<file path="src/rtl/core_pkg.sv">
// Shared definitions for the 5-stage core pipeline control logic.
package core_pkg;

    localparam int REG_ADDR_W = 5;

    // addi x0, x0, 0: the instruction the flush muxes load into IF/ID and ID/EX
    localparam logic [31:0] NOP_INSTR = 32'h0000_0013;

    typedef enum logic [1:0] {
        RUN      = 2'd0,
        MDU_BUSY = 2'd1,
        MDU_HOLD = 2'd2
    } hz_state_t;

    typedef struct packed {
        logic pc_en;
        logic if_id_en;
        logic id_ex_en;
        logic ex_mem_en;
        logic mem_wb_en;
        logic if_id_flush;
        logic id_ex_flush;
        logic ex_mem_bubble;
        logic mdu_start;
    } hz_ctrl_t;

    // Normal EX advance; the caller guarantees the memory stage is not waiting.
    // A taken branch wins over load-use because the ID instruction is wrong-path.
    function automatic hz_ctrl_t advance_ctrl(input logic branchTaken, input logic loadUse);
        hz_ctrl_t c;
        c = '0;
        c.pc_en     = 1'b1;
        c.if_id_en  = 1'b1;
        c.id_ex_en  = 1'b1;
        c.ex_mem_en = 1'b1;
        c.mem_wb_en = 1'b1;
        if (branchTaken) begin
            c.if_id_flush = 1'b1;
            c.id_ex_flush = 1'b1;
        end else if (loadUse) begin
            c.pc_en       = 1'b0;
            c.if_id_en    = 1'b0;
            c.id_ex_flush = 1'b1;
        end
        return c;
    endfunction

endpackage

</file>
<file path="src/rtl/hazard_ctrl.sv">
// Pipeline sequencing controller: load-use stalls, branch flushes, MDU
// multi-cycle holds and data-memory wait states, plus a stall-cycle counter.
module hazard_ctrl
    import core_pkg::*;
#(
    parameter int CNT_W = 32
) (
    input  logic                  clk_i,
    input  logic                  rst_ni,
    input  logic [REG_ADDR_W-1:0] rs1_label_if_id_i,
    input  logic [REG_ADDR_W-1:0] rs2_label_if_id_i,
    input  logic                  rs1_used_id_i,
    input  logic                  rs2_used_id_i,
    input  logic [REG_ADDR_W-1:0] rd_label_id_ex_i,
    input  logic                  reg_wb_en_id_ex_i,
    input  logic                  is_load_id_ex_i,
    input  logic                  branch_taken_ex_i,
    input  logic                  is_mdu_id_ex_i,
    input  logic                  mdu_done_i,
    output logic                  mdu_start_o,
    input  logic                  dmem_req_mem_i,
    input  logic                  dmem_ready_i,
    output logic                  pc_en_o,
    output logic                  if_id_en_o,
    output logic                  id_ex_en_o,
    output logic                  ex_mem_en_o,
    output logic                  mem_wb_en_o,
    output logic                  if_id_flush_o,
    output logic                  id_ex_flush_o,
    output logic                  ex_mem_bubble_o,
    output logic [CNT_W-1:0]      stall_cycles_o
);

    hz_state_t        state_q, state_d;
    logic [CNT_W-1:0] stall_q, stall_d;
    hz_ctrl_t         ctrl;
    logic             memStall;
    logic             loadUse;
    logic             rs1Hit;
    logic             rs2Hit;

    assign memStall = dmem_req_mem_i & ~dmem_ready_i;
    assign rs1Hit   = rs1_used_id_i & (rs1_label_if_id_i == rd_label_id_ex_i);
    assign rs2Hit   = rs2_used_id_i & (rs2_label_if_id_i == rd_label_id_ex_i);
    assign loadUse  = is_load_id_ex_i & reg_wb_en_id_ex_i &
                      (rd_label_id_ex_i != '0) & (rs1Hit | rs2Hit);

    // Control vector defaults to a full freeze; only the cases that move the
    // pipe override it, so flushes can never appear while EX is held.
    always_comb begin
        ctrl    = '0;
        state_d = state_q;
        unique case (state_q)
            RUN: begin
                if (is_mdu_id_ex_i && !memStall) begin
                    ctrl.mem_wb_en     = 1'b1;
                    ctrl.ex_mem_bubble = 1'b1;
                    ctrl.mdu_start     = 1'b1;
                    state_d            = MDU_BUSY;
                end else if (!memStall) begin
                    ctrl = advance_ctrl(branch_taken_ex_i, loadUse);
                end
            end
            MDU_BUSY: begin
                if (!memStall) begin
                    if (mdu_done_i) begin
                        ctrl    = advance_ctrl(branch_taken_ex_i, loadUse);
                        state_d = RUN;
                    end else begin
                        ctrl.mem_wb_en     = 1'b1;
                        ctrl.ex_mem_bubble = 1'b1;
                    end
                end else if (mdu_done_i) begin
                    state_d = MDU_HOLD;
                end
            end
            MDU_HOLD: begin
                if (!memStall) begin
                    ctrl    = advance_ctrl(branch_taken_ex_i, loadUse);
                    state_d = RUN;
                end
            end
            default: state_d = RUN;
        endcase
        if (!rst_ni) begin
            ctrl             = '0;
            ctrl.if_id_flush = 1'b1;
            ctrl.id_ex_flush = 1'b1;
        end
    end

    always_comb begin
        stall_d = stall_q;
        if (!ctrl.pc_en && (stall_q != '1)) begin
            stall_d = stall_q + CNT_W'(1);
        end
    end

    always_ff @(posedge clk_i or negedge rst_ni) begin
        if (!rst_ni) begin
            state_q <= RUN;
            stall_q <= '0;
        end else begin
            state_q <= state_d;
            stall_q <= stall_d;
        end
    end

    assign pc_en_o         = ctrl.pc_en;
    assign if_id_en_o      = ctrl.if_id_en;
    assign id_ex_en_o      = ctrl.id_ex_en;
    assign ex_mem_en_o     = ctrl.ex_mem_en;
    assign mem_wb_en_o     = ctrl.mem_wb_en;
    assign if_id_flush_o   = ctrl.if_id_flush;
    assign id_ex_flush_o   = ctrl.id_ex_flush;
    assign ex_mem_bubble_o = ctrl.ex_mem_bubble;
    assign mdu_start_o     = ctrl.mdu_start;
    assign stall_cycles_o  = stall_q;

endmodule

</file>
<file path="config.mk">
export PLATFORM = sky130hd
export DESIGN_NAME = hazard_ctrl
export DESIGN_NICKNAME = d
export VERILOG_FILES = /design/src/rtl/core_pkg.sv /design/src/rtl/hazard_ctrl.sv
export SDC_FILE = /design/constraint.sdc
export NUM_CORES = 1
export LEC_CHECK = 0
export CAP_MARGIN = 20
export CORE_MARGIN = 4
export CORE_UTILIZATION = 25
export DETAILED_ROUTE_END_ITERATION = 7
export GPL_TIMING_DRIVEN = 1
export HOLD_SLACK_MARGIN = 0.06
export SETUP_SLACK_MARGIN = 0.2
export SLEW_MARGIN = 20
export SYNTH_ARGS = -nofsm -noshare
export SYNTH_HDL_FRONTEND = slang
export SYNTH_SLANG_ARGS = --single-unit
</file>
<file path="constraint.sdc">
create_clock -name clk_i -period 6.4 [get_ports clk_i]
set_clock_uncertainty 0.2 [all_clocks]
set_input_delay 0.64 -clock clk_i [delete_from_list [all_inputs] [get_ports clk_i]]
set_output_delay 0.64 -clock clk_i [all_outputs]
set_load 0.02 [all_outputs]
</file>
==> out/results.ini, run 1 <==
[run_status]
outcome=complete, no violations

[power]
leakagePower_nw=1.00
power_w=0.000820
ir_drop_mv=0.0788
pwr_density_cell_nw_per_um2=297

[drt]
wire_per_inst_um=13.3
vias=1643
wirelength_mm=4.72
antenna_left=0
detail_route.first_pass.iterations=4
via_per_inst=4.64
first_iter_violations=49
drc=0

[worst_setup_path]
crit_path_end_kind=output port
r2r_cells=6
cp_slowest_cell=clkdlybuf4s50_1
path_delay_family=buffers and inverters
ff2ff_setup_slack_ps=3760
rr_endpoint=stall_cycles_o[1]
path_max_fanout=33
startpoint_type=input port
crit_chain=clkdlybuf4s50_1 -> or4_1 -> o2111a_1 -> a21boi_4 -> buf_4 -> clkdlybuf4s50_1
path_class=input port to output port
worstPathArrival_ps=3130
cp.required_ps=5560
cpMostUsedCell=clkdlybuf4s50_1
rr_startpoint=stall_cycles_o[8]
crit_path_start=rd_label_id_ex_i[0]
critical_path_buf_inv_count=3
slowest_delay_ps=680

[placed_design]
port_buffers=66
place_inst=347
place_congestion=0.795
place_hpwl_mm=3.65

[global_routing]
grt-ovfl-total=0
first_global_vias=1628
grt_usage=0.105
antenna_found_initial=0
grt_pass1_wl_mm=7.61
grt_max_degree=36

[min_path]
hold_start=stall_cycles_o[13]
whs_path_depth=1
hold_class=flip-flop to flip-flop
worst_hold_path.endpoint=stall_cycles_o[13]

[yosys]
avgSynthCellArea_um2=10.3
synth_area_um2=1950
synth-seq-cells=34
ys_warn_count=0
ys_types=38
synth_top_area_share=0.437
ys_seq_area_frac=0.437
syn_inst=188
yosys.area.top_type=dfrtp_1
syn_nets=215
synth_area_leaders=dfrtp_1 (44%), xor2_1 (14%), xnor2_1 (5.0%)

[clock_tree]
numCtsBuffers=5
cts_resized=0
clkTransAtPathRegs_ps=70
clk_path_buf_depth=2
postCtsSetupRepairBufs=0
cts_tree=yes
clk_latency_ps=280
clockRootBuffer=clkbuf_8
cts_hold_buf=0
cts_sinks=34
htree_levels=2

[sta]
period_minus_slack_ps=3970
finalMaxSlewViolations=0
rsz0062_at_grt=false
finalCritPeriodShare=0.620
hold_viol=0
setup_violations=0
fin_setup_tns_ps=0
max_slew_margin=0.560
tightest_slew_ps=659
fmax_mhz=252

[die]
ios=67
core_um2=7410
start_util=0.263
num_rows=31
die_h_um=96.2
die_area_um2=9260
die_w_um=96.2

[final_layout]
layout-drive-gt1-share=0.0667
diodes=0
nNetsFinal=282
area_growth_pct=41.9
fill_cells=734
final_cells=354

[run]
drv_cap=0

-- routing by layer --
metal,wire [um],vias up,GRT usage
met3,264,7,0.0336
met5,0,-,0
met2,2360,29,0.174
li1,-,817,-
met1,2050,790,0.131
met4,50,0,0.0284
-- synth_stat cells (all sizes together) --
| cell type | count |
|---|---|
| and4 | 3 |
| o22ai | 1 |
| nor3b | 2 |
| or2 | 2 |
| o2111a | 1 |
| nand3b | 1 |
| o2111ai | 1 |
| nor2b | 2 |
| nand3 | 13 |
| or3 | 1 |
| and2 | 1 |
| nand2 | 10 |
| a21oi | 3 |
| a21boi | 1 |
| nand4 | 13 |
| nand2b | 5 |
| nor3 | 14 |
| ha | 1 |
| inv | 2 |
| xor2 | 30 |
| nor2 | 6 |
| nor4b | 2 |
| o21bai | 1 |
| xnor2 | 11 |
| nor4 | 14 |
| buf | 8 |
| o21ai | 2 |
| or4 | 1 |
| dfrtp | 34 |
| a211oi | 1 |
| mux2 | 1 |
-- worst max path at each step --
| stage | to | slack (ps) | cells past startpoint |
|---|---|---|---|
| 6_report | if_id_en_o | 2430 | 6 |
| 5_1_grt | pc_en_o | 2320 | 6 |
| 4_1_cts | if_id_en_o | 2420 | 6 |
| 3_5_place_dp | if_id_en_o | 2420 | 6 |
| 3_3_place_gp | pc_en_o | 2400 | 6 |
| 2_1_floorplan | pc_en_o | 3550 | 6 |
-- cell type report --
cell class / count / area, um^2 / area share
Multi-Input combinational cell: 144 / 1030 / 0.372
Clock buffer: 7 / 76.3 / 0.0277
Inverter: 2 / 7.51 / 0.00272
Timing Repair Buffer: 68 / 676 / 0.245
Sequential cell: 34 / 851 / 0.308
Tap cell: 99 / 124 / 0.0449
-- logic make-up (layout without fill, tap and decap cells) --
| logic type | Yosys count | after routing | synth area share |
|---|---|---|---|
| buffers and inverters | 10 | 77 | 0.0379 |
| muxes | 1 | 1 | 0.00771 |
| AOI/OAI and AO/OA | 11 | 11 | 0.0437 |
| xor gates and xnor gates | 41 | 41 | 0.185 |
| adders and majority gates | 1 | 1 | 0.00643 |
| DFF | 34 | 34 | 0.437 |
| and+or+nand+nor | 90 | 90 | 0.282 |
-- state kept, by name, summed over array words and instances, names as in the netlist --
signal / count
state_q: 2
stall_cycles_o: 32
-- layout by cell type, fill, tap and decap left out, types with 2 or more instances in the layout --
cell type	instances
nand4_1	11
nand3_1	12
a21oi_1	3
clkbuf_1	2
nand2b_1	5
nand2_1	10
dfrtp_1	34
nor3b_1	2
inv_1	2
nor4_1	13
clkdlybuf4s50_1	66
nor2_1	4
clkbuf_8	5
xor2_1	30
nand4_2	2
and4_1	3
nor3_1	14
o21ai_0	2
buf_4	2
xnor2_1	11
nor4b_1	2
nor2b_1	2
-- where the power goes --
group | switching [W] | leakage [nW] | internal [W]
Sequential | 0.0000719 | 0.368 | 0.000266
Combinational | 0.000168 | 0.598 | 0.000168
Clock | 0.0000706 | 0.0383 | 0.0000748
-- metrics by stage --
stage          area (um^2)  hold slack [ps]  setup WS (ps)  utilization
5_1_grt               2760              313           2320        0.373
6_report              2760              293           2430        0.373
4_1_cts               2760              295           2420        0.372
2_1_floorplan         1950              144           3550            -
3_5_place_dp          2680              280           2420        0.362
3_3_place_gp          2680              277           2400        0.362
Note: power is estimated with default switching activity, not from simulation.
==> run 2: changes to the inputs <==
==> constraint.sdc (replaced) <==
create_clock -name clk_i -period 4.15 [get_ports clk_i]
set_clock_uncertainty 0.2 [all_clocks]
set_input_delay 0.415 -clock clk_i [delete_from_list [all_inputs] [get_ports clk_i]]
set_output_delay 0.415 -clock clk_i [all_outputs]
set_load 0.02 [all_outputs]
==> run 2 against run 1 <==
Compared with the run above: non-clock buffer count rose by 2; final cell count rose by 0.56%; first-iteration DRC count rose by 120%; register-to-register slack got worse by 2300 ps; wire length rose by 4.1%; sequential share of layout area fell by 0.51 points; cell area rose by 1.7%; via count fell by 1.2%; sequential cell count did not move; critical path type unchanged; largest cell class unchanged; largest power group unchanged.
==> out/results.ini, run 2 (synthesized netlist as in run 1, its figures left out) <==
[run_status]
outcome=complete, no violations

[clock_tree]
clockRootBuffer=clkbuf_8
cts_sinks=34
numCtsBuffers=5
postCtsSetupRepairBufs=0
clkTransAtPathRegs_ps=70
cts_resized=0
htree_levels=2
cts_hold_buf=0
cts_tree=yes
clk_path_buf_depth=2
clk_latency_ps=280

[sta]
hold_viol=0
finalMaxSlewViolations=0
worst_slack_ps=743
tightest_slew_ps=687
rsz0062_at_grt=false
setup_violations=0
finalCritPeriodShare=0.821
fmax_mhz=294
max_slew_margin=0.542
period_minus_slack_ps=3410
fin_setup_tns_ps=0

[drt]
vias=1623
wire_per_inst_um=13.8
first_iter_violations=106
via_per_inst=4.56
antenna_left=0
wirelength_mm=4.91
drc=0
detail_route.first_pass.iterations=4

[global_routing]
grt-ovfl-total=0
antenna_found_initial=0
first_global_vias=1593
grt_usage=0.111
grt_pass1_wl_mm=7.99
grt_max_degree=36

[worst_setup_path]
path_class=input port to output port
endpoint=pc_en_o
rr_startpoint=stall_cycles_o[0]
path_max_fanout=13
cp.required_ps=3530
startpoint_type=input port
worstPathArrival_ps=2790
r2r_cells=8
ff2ff_setup_slack_ps=1410
crit_path_start=rd_label_id_ex_i[0]
rr_endpoint=stall_cycles_o[13]
crit_path_end_kind=output port

[power]
power.net_switching_w=0.000481
power_frac_clock=0.227
comb_power_share=0.386
ir_drop_mv=0.122
leakagePower_nw=1.03
p_sw_frac=0.358
intPower_w=0.000863
seqPwrFrac=0.386
pwr_density_cell_nw_per_um2=479

[placed_design]
port_buffers=66
post-place-ws_ps=743
place_congestion=0.771
place_hpwl_mm=3.82
place_inst=349

[final_layout]
final_cells=356
layout_commonest_cell=clkdlybuf4s50_1
largest_register_ffs=32
seqCellArea_um2=851
area_growth_pct=44.2
diodes=0
layout-drive-gt1-share=0.0817
multi_input_area_um2=1020
nNetsFinal=284
layout.cells.most_common_list=clkdlybuf4s50_1 (66), dfrtp_1 (34), xor2_1 (30)
fill_cells=743
final_util=0.379

[die]
num_rows=31
die_w_um=96.2
die_area_um2=9260
core_um2=7410
die_h_um=96.2
ios=67
start_util=0.263

[min_path]
hold_class=flip-flop to flip-flop

[run]
drv_cap=0

run 2: area by class of cell:
cell class                 count  share of cell area
clock buffer                   6              0.0294
clock inverter                 1              0.0107
inverter                       2             0.00267
multi-input combinational    144               0.364
sequential                    34               0.303
tap                           99              0.0441
timing repair buffer          70               0.246
run 2: power by group through the flow:
stage | Sequential [W] | Clock (W) | Combinational, W
after global placement | 0.000526 | 0 | 0.000522
after CTS | 0.000522 | 0.000318 | 0.000528
after global routing | 0.000539 | 0.000327 | 0.000561
after floorplan | 0.000602 | 0 | 0.000201
after detailed placement | 0.000528 | 0 | 0.000527
final | 0.000519 | 0.000306 | 0.000519
run 2: worst max-delay path: stages:
cell and delay [ps]:
clkdlybuf4s50_1 470, or4_1 580, o2111a_1 290, a21boi_4 180
buf_4 220, clkdlybuf4s50_1 630
run 2: per-layer routing:
metal	global-route usage	wire length [um]	vias to the layer above
met5	0	0	-
met3	0.0274	199	5
met2	0.176	2430	32
li1	-	-	819
met1	0.152	2250	767
met4	0.0284	40	0
run 2: worst min path at each step:
stage | from | endpoint | slack (ps) | cells past startpoint
6_report | stall_cycles_o[13] | stall_cycles_o[13] | 290 | 1
3_5_place_dp | stall_cycles_o[13] | stall_cycles_o[13] | 280 | 1
4_1_cts | stall_cycles_o[13] | stall_cycles_o[13] | 290 | 1
5_1_grt | stall_cycles_o[13] | stall_cycles_o[13] | 300 | 1
3_3_place_gp | stall_cycles_o[20] | stall_cycles_o[20] | 280 | 1
2_1_floorplan | rst_ni | stall_cycles_o[0] | -80 | 0
run 2: metrics by stage:
| step | power (W) | area (um^2) | hold slack (ps) |
|---|---|---|---|
| finish | 0.00134 | 2810 | 288 |
| global route | 0.00143 | 2810 | 299 |
| CTS | 0.00137 | 2810 | 292 |
| detailed placement | 0.00106 | 2690 | 282 |
| global placement | 0.00105 | 2690 | 283 |
| floorplan | 0.000803 | 1950 | -80.6 |
==> run 3: changes to the inputs <==
==> constraint.sdc (replaced) <==
create_clock -name clk_i -period 2.8 [get_ports clk_i]
set_clock_uncertainty 0.2 [all_clocks]
set_input_delay 0.28 -clock clk_i [delete_from_list [all_inputs] [get_ports clk_i]]
set_output_delay 0.28 -clock clk_i [all_outputs]
set_load 0.02 [all_outputs]
==> run 3 against run 2 <==
Compared with the run above: power grew 43%; non-clock buffer count grew 12; sequential power grew 48%; cell area grew 2.3%; worst hold slack is essentially flat; via count grew 5.7%; die area is the same; clock power grew 22%; first-iteration DRC count shrank 48%; wire length grew 2.6%; sequential share of layout area shrank 0.69 points.
==> out/results.ini, run 3 (synthesized netlist as in run 1, its figures left out) <==
[worst_setup_path]
cp.required_ps=2320
worstPathArrival_ps=2010
r2r_cells=6
path_max_fanout=4
rr_startpoint=stall_cycles_o[0]
crit_path_end_kind=output port
startpoint_type=input port
rr_endpoint=stall_cycles_o[24]
ff2ff_setup_slack_ps=470
path_class=input port to output port

[placed_design]
place_hpwl_mm=3.95
port_buffers=66
place_congestion=0.767
post-place-ws_ps=-175

[drt]
detail_route.first_pass.iterations=4
drc=0
wirelength_mm=5.04
wire_per_inst_um=13.7
vias=1716
via_per_inst=4.65
antenna_left=0
first_iter_violations=55

[sta]
fmax_mhz=402
finalMaxSlewViolations=0
hold_viol=0
rsz0062_at_grt=false
period_minus_slack_ps=2490
whs_ps=287
max_slew_margin=0.709
worst_slack_ps=310
finalCritPeriodShare=0.889
setup_violations=0
tightest_slew_ps=437

[power]
seqPwrFrac=0.400
ir_drop_mv=0.204
comb_power_share=0.405
pwr_density_cell_nw_per_um2=670
leakagePower_nw=1.13
intPower_w=0.00120
power.net_switching_w=0.000725
p_sw_frac=0.377
power_frac_clock=0.194

[global_routing]
antenna_found_initial=0
grt_pass1_wl_mm=8.15
grt_usage=0.114
grt_max_degree=35
grt-ovfl-total=0
first_global_vias=1645

[die]
die_area_um2=9260
start_util=0.263
num_rows=31
core_um2=7410
ios=67
die_h_um=96.2
die_w_um=96.2

[final_layout]
diodes=0
largest_register_ffs=32
final_util=0.388
layout_commonest_cell=clkdlybuf4s50_1
nNetsFinal=296
layout.cells.most_common_list=clkdlybuf4s50_1 (60), dfrtp_1 (34), xor2_1 (30)
area_growth_pct=47.6
layout-drive-gt1-share=0.130

[clock_tree]
clk_path_buf_depth=2
htree_levels=2
clockRootBuffer=clkbuf_8
postCtsSetupRepairBufs=0
numCtsBuffers=5
cts_sinks=34
clkTransAtPathRegs_ps=70
clk_latency_ps=280
cts_tree=yes

[min_path]
hold_start=stall_cycles_o[27]
hold_class=flip-flop to flip-flop
worst_hold_path.endpoint=stall_cycles_o[27]
whs_path_depth=1

[run]
drv_cap=0

[run_status]
outcome=complete, no violations

[run 3: final cells by class]
type	count	area [um^2]
clock buffers	7	86.3
clock inverters	1	5.00
fillers	738	4540
inverters	2	7.51
multi-input cells	144	1020
flip-flops and latches	34	851
well taps	99	124
repair buffers	82	777
[run 3: power by group through the flow]
stage | clock [W] | combinational, W | sequential, W
final | 0.000373 | 0.000780 | 0.000770
after CTS | 0.000385 | 0.000794 | 0.000771
after detailed placement | 0 | 0.000794 | 0.000780
after global placement | 0 | 0.000785 | 0.000776
after floorplan | 0 | 0.000298 | 0.000892
after global routing | 0.000412 | 0.000842 | 0.000795
[run 3: critical path: stages]
cell and delay [ps]:
clkdlybuf4s50_1 420, or4_1 570, o2111a_1 290, a21boi_4 220, clkbuf_2 230
[run 3: worst max path at each step]
stage	startpoint	end	slack (ps)	depth (start not counted)
after floorplan	state_q[1]	pc_en_o	550	6
after global placement	rd_label_id_ex_i[0]	if_id_en_o	-160	5
after detailed placement	rd_label_id_ex_i[0]	if_id_en_o	-170	5
after CTS	rd_label_id_ex_i[0]	if_id_en_o	100	5
after global routing	rd_label_id_ex_i[0]	if_id_en_o	220	5
final	rd_label_id_ex_i[0]	if_id_en_o	310	5
[run 3: what timing repair did]
action | CTS | global route
gates resized for setup | 3 | 7
setup endpoints to repair | 3 | 5
hold buffers | 0 | 0
cloned | 0 | 0
[run 3: per-layer routing]
layer | vias to the layer above | wire length (um) | share of wire | global-route usage
met5 | - | 0 | 0 | 0
met4 | 0 | 49 | 0.0097 | 0.0320
met3 | 7 | 254 | 0.050 | 0.0328
met2 | 34 | 2520 | 0.50 | 0.183
met1 | 829 | 2210 | 0.44 | 0.148
li1 | 846 | - | - | -
[run 3: metrics by stage]
step | cells | TNS, ps | instance area (um^2) | total power (W)
5_1_grt | 369 | 0 | 2870 | 0.00205
3_5_place_dp | 361 | -304 | 2780 | 0.00157
3_3_place_gp | 361 | -274 | 2780 | 0.00156
6_report | 369 | 0 | 2870 | 0.00192
4_1_cts | 369 | 0 | 2870 | 0.00195
2_1_floorplan | 188 | 0 | 1950 | 0.00119
